### src/rtl/coil_sched_pkg.sv
// coil_sched_pkg: shared channel state encoding and default widths for the coil scheduler.
package coil_sched_pkg;
    typedef enum logic [1:0] {IDLE, CHARGE, DONE} coil_st_e;
    localparam int DEF_CH     = 2;
    localparam int DEF_AW     = 24;
    localparam int DEF_MAXACR = 3839;
    localparam int DEF_TW     = 16;
endpackage

### src/rtl/coil_channel.sv
// coil_channel: one coil's angle counter, active window copies and charge FSM.
// COIL_SCHEDULER_DWELL_LIMIT_EN adds a dwell timeout that forces CHARGE->DONE.
module coil_channel
    import coil_sched_pkg::*;
#(
    parameter int AW     = DEF_AW,
    parameter int MAXACR = DEF_MAXACR,
    parameter int TW     = DEF_TW
) (
    input  logic          clk,
    input  logic          rst,
    input  logic          tick,
    input  logic          run,
    input  logic [AW-1:0] phase_i,
    input  logic [AW-1:0] chg_i,
    input  logic [AW-1:0] ign_i,
    input  logic [TW-1:0] max_dwell_i,
    output logic          coil_o,
    output logic [AW-1:0] acnt_o,
    output logic          err_o,
    output logic          trip_o
);
    logic [AW-1:0] cnt_q, cnt_d, chg_q, chg_d, ign_q, ign_d, nxt, cmp_chg, cmp_ign;
    logic          err_q, err_d, step, wrap, load, in_win, tmo;
    coil_st_e      st_q, st_d;

    assign step    = run && tick;
    assign wrap    = cnt_q == AW'(MAXACR);
    assign nxt     = wrap ? '0 : cnt_q + 1'b1;
    assign load    = !run || (step && wrap);
    // On the wrap tick the window being entered is the freshly loaded one
    assign cmp_chg = wrap ? chg_i : chg_q;
    assign cmp_ign = wrap ? ign_i : ign_q;
    assign in_win  = nxt >= cmp_chg && nxt < cmp_ign;

    always_comb begin
        cnt_d = !run ? phase_i : step ? nxt : cnt_q;
        chg_d = load ? chg_i : chg_q;
        ign_d = load ? ign_i : ign_q;
        err_d = err_q || (step && wrap && chg_i >= ign_i);
        st_d  = st_q;
        if (!run)
            st_d = IDLE;
        else if (tmo)
            st_d = DONE;
        else if (step)
            case (st_q)
                IDLE:    st_d = in_win ? CHARGE : IDLE;
                CHARGE:  st_d = (wrap || nxt >= cmp_ign) ? DONE : CHARGE;
                DONE:    st_d = wrap ? IDLE : DONE;
                default: st_d = IDLE;
            endcase
    end

    always_ff @(posedge clk or posedge rst) begin
        if (rst) begin
            cnt_q <= '0;
            chg_q <= '0;
            ign_q <= '0;
            err_q <= 1'b0;
            st_q  <= IDLE;
        end else begin
            cnt_q <= cnt_d;
            chg_q <= chg_d;
            ign_q <= ign_d;
            err_q <= err_d;
            st_q  <= st_d;
        end
    end

`ifdef COIL_SCHEDULER_DWELL_LIMIT_EN
    logic [TW-1:0] dw_q, dw_d;
    logic          trip_q, trip_d;

    assign dw_d   = st_q == CHARGE ? dw_q + 1'b1 : '0;
    assign tmo    = st_q == CHARGE && max_dwell_i != '0 && dw_d == max_dwell_i;
    assign trip_d = trip_q || (run && tmo);

    always_ff @(posedge clk or posedge rst) begin
        if (rst) begin
            dw_q   <= '0;
            trip_q <= 1'b0;
        end else begin
            dw_q   <= dw_d;
            trip_q <= trip_d;
        end
    end

    assign trip_o = trip_q;
`else
    logic unused_dwell;
    assign unused_dwell = ^max_dwell_i;
    assign tmo          = 1'b0;
    assign trip_o       = 1'b0;
`endif

    assign coil_o = st_q == CHARGE;
    assign acnt_o = cnt_q;
    assign err_o  = err_q;
endmodule

### src/rtl/coil_scheduler.sv
// coil_scheduler: pending window registers feeding CH independent coil channels.
// COIL_SCHEDULER_DWELL_LIMIT_EN enables per-channel dwell timeout and dwell_trip.
module coil_scheduler
    import coil_sched_pkg::*;
#(
    parameter int CH     = DEF_CH,
    parameter int AW     = DEF_AW,
    parameter int MAXACR = DEF_MAXACR,
    parameter int TW     = DEF_TW
) (
    input  logic             clk,
    input  logic             rst,
    input  logic             tick,
    input  logic             run,
    input  logic [CH*AW-1:0] phase,
    input  logic [AW-1:0]    charge_angle,
    input  logic [AW-1:0]    ignition_angle,
    input  logic             upd,
    input  logic [TW-1:0]    max_dwell,
    output logic [CH-1:0]    coil_out,
    output logic [CH*AW-1:0] acnt,
    output logic             cfg_err,
    output logic [CH-1:0]    dwell_trip
);
    logic [AW-1:0] chg_q, chg_d, ign_q, ign_d;
    logic [CH-1:0] err;

    // Channels take the next-state value so an upd coincident with a wrap lands immediately
    assign chg_d = upd ? charge_angle : chg_q;
    assign ign_d = upd ? ignition_angle : ign_q;

    always_ff @(posedge clk or posedge rst) begin
        if (rst) begin
            chg_q <= '0;
            ign_q <= '0;
        end else begin
            chg_q <= chg_d;
            ign_q <= ign_d;
        end
    end

    for (genvar i = 0; i < CH; i++) begin : g_ch
        coil_channel #(.AW(AW), .MAXACR(MAXACR), .TW(TW)) u_ch (
            .clk        (clk),
            .rst        (rst),
            .tick       (tick),
            .run        (run),
            .phase_i    (phase[i*AW +: AW]),
            .chg_i      (chg_d),
            .ign_i      (ign_d),
            .max_dwell_i(max_dwell),
            .coil_o     (coil_out[i]),
            .acnt_o     (acnt[i*AW +: AW]),
            .err_o      (err[i]),
            .trip_o     (dwell_trip[i])
        );
    end

    assign cfg_err = |err;
endmodule

### config.mk
export PLATFORM = sky130hd
export DESIGN_NAME = coil_scheduler
export DESIGN_NICKNAME = d
export VERILOG_FILES = /design/src/rtl/coil_sched_pkg.sv /design/src/rtl/coil_channel.sv /design/src/rtl/coil_scheduler.sv
export SDC_FILE = /design/constraint.sdc
export NUM_CORES = 1
export LEC_CHECK = 0
export CORE_ASPECT_RATIO = 1.75
export CORE_MARGIN = 2
export CORE_UTILIZATION = 46
export DETAILED_ROUTE_END_ITERATION = 10
export PLACE_DENSITY = 0.65
export SYNTH_ARGS = -nofsm -noshare
export SYNTH_HDL_FRONTEND = slang
export SYNTH_SLANG_ARGS = --single-unit
### constraint.sdc
create_clock -name clk -period 8.9 [get_ports clk]
set_input_delay 1.78 -clock clk [delete_from_list [all_inputs] [get_ports clk]]
set_output_delay 1.78 -clock clk [all_outputs]
set_load 0.05 [all_outputs]
# Word-level counts from Yosys, hierarchy flattened
# Index checks and enable logic that the tools add are counted.
# Widths: inputs -> output; s select.
# classes
reduce_logical	17
order_cmp	7
muxes	24
add_sub_neg	2
n_eq_ne	7
# ops
operator	n
$mux 24	12
$ge 24x24->1	5
$add 24x1->24 const B	2
$eq 24x12->1 const B	2
$lt 24x24->1	2
$mux 2	8
$pmux 2 s3	2
$logic_and 1x1->1	7
$logic_or 1x1->1	6
$eq 2x1->1 const B	2
$eq 2x2->1 const B	2
$logic_not 2->1	2
$mux 1	2
$ne 2x1->1 const B	1
$reduce_or 2->1	1
$logic_not 1->1	1
# totals
elab_cells	69
inputBits	117
out_inout_bits	53
ff_bits	198

# Logic depth before layout (Yosys ltp)
# depth
word_depth	8
ltp_mapped	17
mapped_depth_nobuf	15

# Hierarchy
# From an unflattened synthesis, not the netlist that was laid out.
# unflattened
hier_cells	1279
hier_area_um2	13565.5
# modules_own_cells
mod	seq_area_each_um2	cells_each	instances	area_per_inst_um2
coil_channel at g_ch[1].u_ch	1876.8	588	1	5896.9
coil_channel at g_ch[0].u_ch	1876.8	588	1	5798.1
coil_scheduler	1201.2	103	1	1870.5

# Worst setup path before layout
# OpenSTA, ideal clock, no wires.
# synth_path
path_type	in2reg
from	input port upd
to	register g_ch[1].u_ch.st_q[0]
path_stages	13
required_time_ns	8.836
setup_time_ns	0.064
path_buffers	2
t_arrival_ns	4.445
path_slack_ns	4.391
cell_sequence	clkbuf_1 -> buf_1 -> mux2i_1 -> nand2_1 -> o21ai_0 -> ha_1 -> a21o_1 -> a21o_1 -> a221o_1 -> a211oi_1 -> nand3_1 -> o21ai_0 -> a21o_1
# synth_via
elab_chain_len	8
word_cells_on_any_way	14
classes_between	3 x order compare; 9 x mux; 2 x reduce/logical
# synth_lines
item	line	source
from (decl)	coil_scheduler.sv:18	input logic upd,
$mux 24 (on tied branches)	coil_scheduler.sv:30, coil_scheduler.sv:29	
$mux 24 (on tied branches)	coil_channel.sv:33, coil_channel.sv:32	
$ge 24x24->1, or another cell as far along	coil_channel.sv:49	CHARGE: st_d = (wrap || nxt >= cmp_ign) ? DONE : CHARGE;
$logic_or 1x1->1 / $logic_and 1x1->1 (equally long branches)	coil_channel.sv:49, coil_channel.sv:34	
$mux 2 / $mux 1 (equally long branches)	coil_channel.sv:49, coil_channel.sv:48	
$pmux 2 s3 *	coil_channel.sv:47	case (st_q)
$mux 2 *	coil_channel.sv:46	else if (step)
$mux 2 *	coil_channel.sv:42	if (!run)
to (signal assigned)	coil_channel.sv:67	st_q <= st_d;
to (decl)	coil_channel.sv:25	coil_st_e st_q, st_d;
# Every way passes the cells marked *; elsewhere a longest branch is shown, timed or not. The select of a mux whose other input is x is not followed.
# A chain may end at the register's enable or synchronous reset.

# Worst setup path after layout
# Ends and elaborated chain as after synthesis.

==> impl_metrics.tcl <==
set metrics [dict create \
    setup_viol_count_final 0 \
    synth_area_leaders "dfrtp_1, ha_1, mux2i_1" \
    placed_cell_area_um2 14100 \
    seq_area_um2 4950 \
    synth_area_um2 12400 \
    multiInputGateArea_um2 6930 \
    cts_sinks 198 \
    synthCells 1365 \
    crit_start "upd" \
    cp.arrival_ns 5.49 \
    internal_power_mw 1.71 \
    avgRoutedWirePerCell_um 17.2 \
    finalMaxSlewViolations 0 \
    ant_nets 0 \
    cts_resized 0 \
    crit_chain "buf_2 -> buf_4 -> mux2i_1 -> nand2_1 -> o21ai_0 -> ha_1 -> a21oi_1 -> o21ai_0 -> a221o_1 -> a211oi_1 -> nand3_1 -> o21ai_0 -> a21o_1" \
    peakVddDrop_mv 0.143 \
    pin_count 170 \
    cts_buffers 17 \
    ctsLongestPathBuffers 2 \
    die_x_um 128 \
    rows 79 \
    die_area_um2 28300 \
    core_um2 26600 \
    max_cap_viol_count 0 \
    initial_utilization_pct 46.6 \
    layout-area-overhead-vs-synth_pct 18.4 \
    switching_share_pct 34.6 \
    hold_viol 0 \
    grt_pass1_wl_um 51200 \
    drt_wl_total_um 31200 \
    cts.clk_slew.worst_paths_ns 0.07 \
    min_path_cells 1 \
    start_kind "input port" \
    worst_slack_ns 3.81 \
    pwr-share-seq_pct 41.2 \
    status "complete, no violations" \
    synthArstFlopShare_pct 100 \
    hold_buffers 0 \
    ys_warn_count 0 \
    dp.final_hpwl_um 23000 \
    hold_path.class "reg -> reg" \
    grt_antenna_before_repair 0 \
    worstReg2RegEnd "g_ch[1].u_ch.st_q[0]$_DFFE_PP0P_" \
    timing.rr.start "g_ch[1].u_ch.acnt_o[0]$_DFFE_PP0P_" \
    power_switching_mw 0.903 \
    clock_tree.htree_level_count 4 \
    ff2ff_path_depth 15 \
    synth_area_leader_cell "dfrtp_1" \
    clkPwrFrac_pct 30.2 \
    first_iter_violations 517 \
    tritoncts "yes" \
    p_leak_nw 6.40 \
    drive_gt1_share_pct 4.71 \
    regToRegSetupSlack_ns 3.89 \
    fmax_mhz 196 \
    period_minus_slack_ns 5.09 \
    synthFlopType "dfrtp_1" \
    cp-endpoint "g_ch[1].u_ch.st_q[0]$_DFFE_PP0P_" \
    p_total_mw 2.61 \
    grt_pass1_vias 9928 \
    synth.top_cell.area_share_pct 39.9 \
    track_usage_pct 22.9 \
    drc 0 \
    synth_seq_cells 198 \
    cp_common_cell "o21ai_0" \
    relSlewSlack_pct 32.8 \
    die_y_um 221 \
    post-route-period-util_pct 57.2 \
    grt_max_degree 136 \
    postCtsSetupBuffers 0 \
    insertion_delay_ns 0.46 \
    crit_path_end_kind "flop" \
    tightest_slew_ns 1.01 \
    layout.nets 1712 \
    avgSynthCellArea_um2 9.09 \
    yosysUniqueCellTypes 52 \
    synth.most_common_cell "dfrtp_1" \
    via_per_inst 5.53 \
    gp_congestion 0.849 \
    worstPathMaxFanout 26 \
    antenna_cells 0 \
    vias 10000 \
    p_per_area_nw_per_um2 178 \
    synth-edff-count 0 \
    synth_seq_area_share_pct 39.9 \
    final.setup.tns_ns 0 \
    io_buffer_count 151 \
    pre_cts_ws_ns 3.34 \
    firstDrtPassIters 7 \
    ys_top_cells_by_count "dfrtp_1, a21oi_1, nor2_1" \
    combPwrFrac_pct 28.6 \
    fin_area_um2 14700 \
    clock-root-buffer "clkbuf_16" \
    fin_skew_ns 0.0129 \
    setup.worst_path.class "in -> reg" \
    rsz0062_at_grt "no" \
    num-fill-cells 2417 \
    cpMaxStageDelayCell "buf_2" \
    slowest_delay_ns 0.61 \
    critPathRequiredTime_ns 9.30 \
    overflow 0 \
]
-- metrics by stage --
step	hold slack, ns	instances	util (%)
after floorplan	0.420	1366	-
after global placement	0.431	1778	53.0
final	0.469	1810	55.2
after CTS	0.470	1810	55.2
after detailed placement	0.453	1778	53.0
after global routing	0.513	1810	55.2
-- per-layer routing --
layer	wire (um)	share of wire, %	global-route usage, %
met3	938	3.0	3.26
met1	13500	43	29.0
met4	900	2.9	9.22
met5	0	0	0
met2	15800	51	39.2
-- cells in the final DEF (no fill, tap or decap), types with 3 or more instances in the layout --
master             n
ha_1             122
nand3_1           37
a21o_1            19
or3_1              3
clkbuf_16         17
nor2b_1            6
a21oi_1          192
a221oi_1           3
mux2i_1          110
o21ai_0           74
inv_8              3
nand2b_1           6
nor3_1            12
dfrtp_1          198
a21bo_2            3
clkinvlp_4         3
nand2_1           96
mux2_2             6
and3_1            16
buf_4             14
inv_6              5
clkdlybuf4s50_1  148
nor2_1           176
xnor2_1           24
nor4_1             6
inv_1             54
and2_1             3
nand4_1           34
a211oi_1           6
xor2_1            43
nor3b_1            3
-- registers in the layout, indices dropped and copies added (netlist names) --
name,cells
chg_q,24
g_ch.u_ch.acnt_o,48
g_ch.u_ch.chg_q,48
g_ch.u_ch.err_o,2
g_ch.u_ch.ign_q,48
g_ch.u_ch.st_q,4
ign_q,24
-- logic make-up (layout without fill, tap and decap cells) --
kind of cell               Yosys count  count (layout)  synth area share (%)
and+or+nand+nor                    417             417                  15.5
AOI/OAI and AO/OA                  313             313                  13.7
DFF                                198             198                  39.9
buffers and inverters              131             251                  4.39
adders and majority gates          122             122                  12.3
muxes                              116             116                  9.42
xor gates and xnor gates            67              67                  4.73
other                                1               2                0.0302
-- layout make-up --
type,count,share of cell area (%)
tap,324,2.76
multi-input combinational,1037,47.2
inverter,55,1.46
timing repair buffer,164,10.9
clock inverter,13,0.929
sequential,198,33.7
clock buffer,19,3.08
-- power by group through the flow --
stage          sequential (mW)  combinational, mW  clock [mW]
2_1_floorplan             1.15              0.447           0
3_3_place_gp              1.09              0.726           0
3_5_place_dp              1.09              0.746           0
4_1_cts                   1.08              0.751       0.809
5_1_grt                   1.09              0.838       0.837
6_report                  1.08              0.745       0.789
-- worst max-delay path, delay by kind of cell --
| kind | cells | cell delay [ns] |
|---|---|---|
| compound gates | 7 | 1.48 |
| buf+inv | 2 | 1.15 |
| mux | 1 | 0.49 |
| fa+ha+maj | 1 | 0.28 |
| simple gates | 2 | 0.26 |
-- worst min-delay path by stage --
| stage | startpoint | endpoint |
|---|---|---|
| global route | g_ch[1].u_ch.err_o$_DFF_PP0_ | g_ch[1].u_ch.err_o$_DFF_PP0_ |
| global placement | g_ch[1].u_ch.err_o$_DFF_PP0_ | g_ch[1].u_ch.err_o$_DFF_PP0_ |
| finish | g_ch[1].u_ch.err_o$_DFF_PP0_ | g_ch[1].u_ch.err_o$_DFF_PP0_ |
| detailed placement | g_ch[1].u_ch.err_o$_DFF_PP0_ | g_ch[1].u_ch.err_o$_DFF_PP0_ |
| floorplan | g_ch[1].u_ch.err_o$_DFF_PP0_ | g_ch[1].u_ch.err_o$_DFF_PP0_ |
| CTS | g_ch[1].u_ch.err_o$_DFF_PP0_ | g_ch[1].u_ch.err_o$_DFF_PP0_ |
No activity file was read; power rests on OpenSTA's default activity.
